<file path="src/rtl/xy_mon_pkg.sv">
// xy_mon_pkg: shared state encoding and pair-counter width for the x/y alternation monitor
package xy_mon_pkg;
  localparam int PAIRS_W = 8;
  typedef enum logic [1:0] {IDLE, EXP_Y, EXP_X} state_t;
endpackage

</file>
<file path="src/rtl/xy_alt_seq_monitor_sat_counter.sv">
// sat_counter: saturating event counter with synchronous clear and async active-low reset
module sat_counter #(
  parameter int W = 8
) (
  input  logic         sysclk,
  input  logic         rst_n,
  input  logic         clr,
  input  logic         inc,
  output logic [W-1:0] q
);
  logic [W-1:0] r_q;
  always_ff @(posedge sysclk or negedge rst_n)
    if (!rst_n) r_q <= '0;
    else if (clr) r_q <= '0;
    else if (inc && !(&r_q)) r_q <= r_q + 1'b1;
  assign q = r_q;
endmodule

</file>
<file path="src/rtl/xy_alt_seq_monitor.sv">
// xy_alt_seq_monitor: FSM checker for the alternating x,y,x,y chain with saturating stats.
// Define XY_MON_SVA_EN to compile in embedded concurrent assertions.
module xy_alt_seq_monitor
  import xy_mon_pkg::*;
#(
  parameter int MAX_PAIRS = 2,
  parameter int CNT_W     = 8
) (
  input  logic               sysclk,
  input  logic               rst_n,
  input  logic               enable,
  input  logic               clear,
  input  logic               x,
  input  logic               y,
  output logic               busy,
  output logic               match,
  output logic               fail,
  output logic [PAIRS_W-1:0] pairs,
  output logic [CNT_W-1:0]   match_cnt,
  output logic [CNT_W-1:0]   fail_cnt
);
  localparam logic [PAIRS_W-1:0] MAX_P = PAIRS_W'(MAX_PAIRS);
  state_t               r_state, w_state;
  logic [PAIRS_W-1:0]   r_pairs, w_pairs, w_pairs_inc;
  logic                 r_match, r_fail, r_busy, w_match, w_fail;
  assign w_pairs_inc = r_pairs + 1'b1;
  // clear beats everything; a dropped enable is a silent abort, not a failure
  always_comb begin
    w_state = r_state;
    w_pairs = r_pairs;
    w_match = 1'b0;
    w_fail  = 1'b0;
    if (clear) begin
      w_state = IDLE;
      w_pairs = '0;
    end else if (!enable) w_state = IDLE;
    else
      case (r_state)
        IDLE: if (x) begin
          w_state = EXP_Y;
          w_pairs = '0;
        end
        EXP_Y: if (y) begin
          w_pairs = w_pairs_inc;
          w_match = (w_pairs_inc == MAX_P);
          w_state = w_match ? IDLE : EXP_X;
        end else begin
          w_fail  = 1'b1;
          w_state = IDLE;
        end
        EXP_X: begin
          w_fail  = !x;
          w_state = x ? EXP_Y : IDLE;
        end
        default: w_state = IDLE;
      endcase
  end
  always_ff @(posedge sysclk or negedge rst_n)
    if (!rst_n) begin
      r_state <= IDLE;
      r_pairs <= '0;
      r_match <= 1'b0;
      r_fail  <= 1'b0;
      r_busy  <= 1'b0;
    end else begin
      r_state <= w_state;
      r_pairs <= w_pairs;
      r_match <= w_match;
      r_fail  <= w_fail;
      r_busy  <= (w_state != IDLE);
    end
  sat_counter #(.W(CNT_W)) u_match_cnt (
    .sysclk(sysclk), .rst_n(rst_n), .clr(clear), .inc(w_match), .q(match_cnt)
  );
  sat_counter #(.W(CNT_W)) u_fail_cnt (
    .sysclk(sysclk), .rst_n(rst_n), .clr(clear), .inc(w_fail), .q(fail_cnt)
  );
  assign busy  = r_busy;
  assign match = r_match;
  assign fail  = r_fail;
  assign pairs = r_pairs;
`ifdef XY_MON_SVA_EN
  a_excl: assert property (@(posedge sysclk) disable iff (!rst_n) !(match && fail));
  a_match_y: assert property (@(posedge sysclk) disable iff (!rst_n) match |-> $past(y));
  a_fail_idle: assert property (@(posedge sysclk) disable iff (!rst_n) fail |-> !busy);
  a_pairs_max: assert property (@(posedge sysclk) disable iff (!rst_n) pairs <= MAX_P);
`else
`endif
endmodule

</file>
<file path="config.mk">
export PLATFORM = sky130hd
export DESIGN_NAME = xy_alt_seq_monitor
export DESIGN_NICKNAME = d
export VERILOG_FILES = /design/src/rtl/xy_mon_pkg.sv /design/src/rtl/xy_alt_seq_monitor_sat_counter.sv /design/src/rtl/xy_alt_seq_monitor.sv
export SDC_FILE = /design/constraint.sdc
export NUM_CORES = 1
export LEC_CHECK = 0
export ABC_AREA = 1
export CAP_MARGIN = 5
export CORE_AREA = 2 2 70 72
export CTS_BUF_LIST = sky130_fd_sc_hd__clkbuf_16
export CTS_CLUSTER_SIZE = 25
export DETAILED_ROUTE_END_ITERATION = 6
export DIE_AREA = 0 0 72 74
export PLACE_DENSITY = 0.61
export RECOVER_POWER = 100
export SYNTH_ARGS = -nofsm -noshare
export SYNTH_HDL_FRONTEND = slang
export SYNTH_SLANG_ARGS = --single-unit
</file>
<file path="constraint.sdc">
create_clock -name sysclk -period 3.5 [get_ports sysclk]
set_input_delay 0.875 -clock sysclk [delete_from_list [all_inputs] [get_ports sysclk]]
set_output_delay 0.875 -clock sysclk [all_outputs]
set_load 0.01 [all_outputs]
</file>
==> impl_metrics.toml <==
[floorplan]
fp.dieH_um = 74
initial_utilization_pct = 38.8
fp.coreArea_mm2 = 0.00460
io_pins = 33
rows = 25
die_w_um = 72
dieArea_mm2 = 0.00533

[worst_setup_path]
crit_path_end = "u_fail_cnt.q[1]"
critPathArrivalTime_ns = 2.99
cp_slowest_cell = "dlygate4sd3_1"
path_delay_family = "buffers and inverters"
reg2reg_to = "u_fail_cnt.q[3]"
setup.worst_path.start = "clear"
crit_path_start_kind = "primary input"
path_class = "primary input to flip-flop"
rrSetupSlack_ns = 1.50
cp.required_ns = 3.65
r2r_start = "u_fail_cnt.q[0]"
critPathCaptureType = "flip-flop"
crit_chain = "dlygate4sd3_1 -> inv_1 -> nand2_1 -> nor2_1 -> nand2_1 -> inv_1 -> nor2_1 -> a22o_1"
cp.depth = 8
ff2ff_path_depth = 9
worst-path-buf-inv = 3
cp_slowest_stage_delay_ns = 0.66
crit_fanout = 14

[synth]
synthAdderAreaFrac_pct = 5.61
synth_top_family_by_area = "simple AND/OR/NAND/NOR gates"
ys_ff_latch = 29
synthSimpleGateAreaFrac_pct = 36.1
yosysWarnings = 0
ys_seq_area_share_pct = 40.7
netlist_instances = 226
synthXorXnorAreaFrac_pct = 2.95
syn_area_mm2 = 0.00178
synth_fp_nets = 240
synth_mux_area_share_pct = 0
avgSynthCellArea_um2 = 7.89
post_synth_num_cell_types = 31
synth_compound_area_share_pct = 6.81

[timing]
period_minus_slack_ns = 2.84
setup_viol = 0
finalCritPeriodShare_pct = 81.1
tns_ns = 0
finalHoldViolations = 0
drv_slew = 30
slew_headroom_pct = -2.93
fmax_mhz = 352
whs_ns = 0.540
skew_ns = 0.00233
rsz0062_at_grt = "false"
worst_pin_slew_ns = 1.54

[power_and_ir_drop]
irDropWorstVdd_uv = 280
p_per_area_mw_per_mm2 = 336
power_leakage_nw = 1.14

[clocking]
post_cts_resized = 0
postCtsHoldBufs = 0
clock_latency_ns = 0.26
cts_setup_buffers = 0
clk_pin_slew_worst_paths_ns = 0.05
cts_buffer_depth = 2
cts_tree = "done"
cts_root_buffer = "clkbuf_16"
cts_inserted_buffers = 5
h-tree-depth = 2
cts.sink_count = 29

[global_route]
grt_antenna_before_repair = 0
grt_pass1_wl_um = 6610
grt_max_degree = 30
grt_pass1_vias = 1516
grt_usage_pct = 15.7
grt_overflow_total = 0

[detailed_routing]
ant_nets = 0
drtIter0Drc = 87
num_vias = 1500
avgRoutedWirePerCell_um = 11.8
dr.pass1.iters = 4
finalWirelength_um = 3760
vias_per_cell = 4.70
drc = 0

[final_layout]
n_antenna_cell = 0
nets = 279
fill_cells = 455
drive_gt1_share_pct = 9.81
area_growth_syn_to_layout_pct = 27.8

[worst_hold_path]
worstHoldPathType = "flip-flop to flip-flop"
min_path_cells = 2

[job]
cap_violations = 1

[run_status]
status = "finished with violations"
violations = "max-capacitance violations, max-slew violations"

[placement]
io_buffers = 32
dp_hpwl_um = 2740
gp_congestion = 0.785
-- synthesized netlist by cell type --
library cell / instances / share of area (%)
o22ai_1: 4 / 1.4
o21ai_0: 8 / 2.2
nand2_1: 54 / 11
nor2_1: 18 / 3.8
xnor2_1: 1 / 0.49
nand3_4: 1 / 0.98
inv_2: 6 / 1.3
xor2_1: 5 / 2.5
a31oi_1: 1 / 0.35
buf_1: 1 / 0.21
nor3_2: 1 / 0.56
clkinv_1: 1 / 0.21
nand2_2: 10 / 3.5
nand3_1: 20 / 5.6
nand3b_1: 1 / 0.42
nor2_8: 1 / 1.1
nand4_1: 5 / 1.8
nand3_2: 2 / 1.1
dfrtp_1: 29 / 41
o31ai_1: 1 / 0.42
ha_1: 8 / 5.6
a22o_1: 1 / 0.49
nor4_1: 1 / 0.35
nor3_1: 4 / 1.1
nand4_4: 1 / 1.2
a21oi_1: 2 / 0.56
inv_1: 29 / 6.1
nor2_2: 2 / 0.70
nor2_4: 4 / 2.5
o21ai_1: 3 / 0.84
o21ai_2: 1 / 0.49
-- worst min path at each step --
stage	from	endpoint	slack, ns
2_1_floorplan	u_fail_cnt.q[0]	u_fail_cnt.q[0]	0.55
3_3_place_gp	u_match_cnt.q[7]	u_match_cnt.q[7]	0.53
3_5_place_dp	u_match_cnt.q[7]	u_match_cnt.q[7]	0.52
4_1_cts	u_match_cnt.q[7]	u_match_cnt.q[7]	0.54
5_1_grt	u_match_cnt.q[7]	u_match_cnt.q[7]	0.55
6_report	u_match_cnt.q[7]	u_match_cnt.q[7]	0.54
-- per-layer routing --
metal	routed length [um]	part of all wire [%]	vias to the layer above	global-route usage, %
met5	0	0	-	0
met4	25	0.67	0	5.87
met3	108	2.9	2	2.98
met2	1740	46	23	25.9
met1	1880	50	675	20.8
li1	-	-	800	-
-- placed cells by master, fill, tap and decap left out, types with 2 or more instances in the layout --
cell             count
nand2_1             57
inv_1               32
dfrtp_1             29
dlygate4sd3_1       29
nor2_1              21
nand3_1             20
o21ai_0              9
ha_1                 8
nand2_2              7
nand4_1              5
xor2_1               5
clkbuf_16            5
nor3_1               4
inv_2                4
o22ai_1              4
clkdlybuf4s50_1      3
a21oi_1              2
clkinv_1             2
nand3_2              2
nor2_4               2
o21ai_1              2
-- per-stage QoR --
step	std cells	total power [mW]	area (um2)	utilization (%)	setup WS [ns]
after floorplan	226	0.370	1780	-	1.73
after global placement	312	0.395	2170	47.3	0.825
after detailed placement	312	0.395	2170	47.3	0.750
after CTS	319	0.782	2310	50.2	1.03
after global routing	319	0.798	2280	49.6	0.473
final	319	0.766	2280	49.6	0.662
-- final cells by class --
cell class                      instances  area, um2  area share, %
Clock buffer                            5        125           5.49
Clock inverter                          2       7.51          0.329
Inverter                               36        135           5.93
Multi-Input combinational cell        160        893           39.2
Sequential cell                        29        726           31.9
Tap cell                               54       67.6           2.97
Timing Repair Buffer                   33        324           14.2
-- registers in the layout, indices dropped and copies added (netlist names) --
signal,cells
fail,1
r_state,2
u_fail_cnt.q,8
u_match_cnt.q,8
busy,1
pairs,8
match,1
-- logic make-up (layout without fill, tap and decap cells) --
kind of cell / Yosys count / count (layout)
buffers and inverters: 37 / 76
DFF: 29 / 29
and+or+nand+nor: 125 / 125
adders and majority gates: 8 / 8
xor gates and xnor gates: 6 / 6
AOI/OAI and AO/OA: 21 / 21
-- worst min-delay path, cell delays in order, from the launching register on --
cell	delay (ns)
dfrtp_1	0.37
nand3_1	0.08
nand2_1	0.06
-- where the power goes --
part | total [mW] | leakage [nW] | switching [mW] | internal (mW)
clock network | 0.381 | 0.0685 | 0.129 | 0.253
registers | 0.343 | 0.403 | 0.00383 | 0.339
logic | 0.0418 | 0.668 | 0.0270 | 0.0148
total | 0.766 | 1.14 | 0.160 | 0.607
Power figures use the tool's default switching activity.
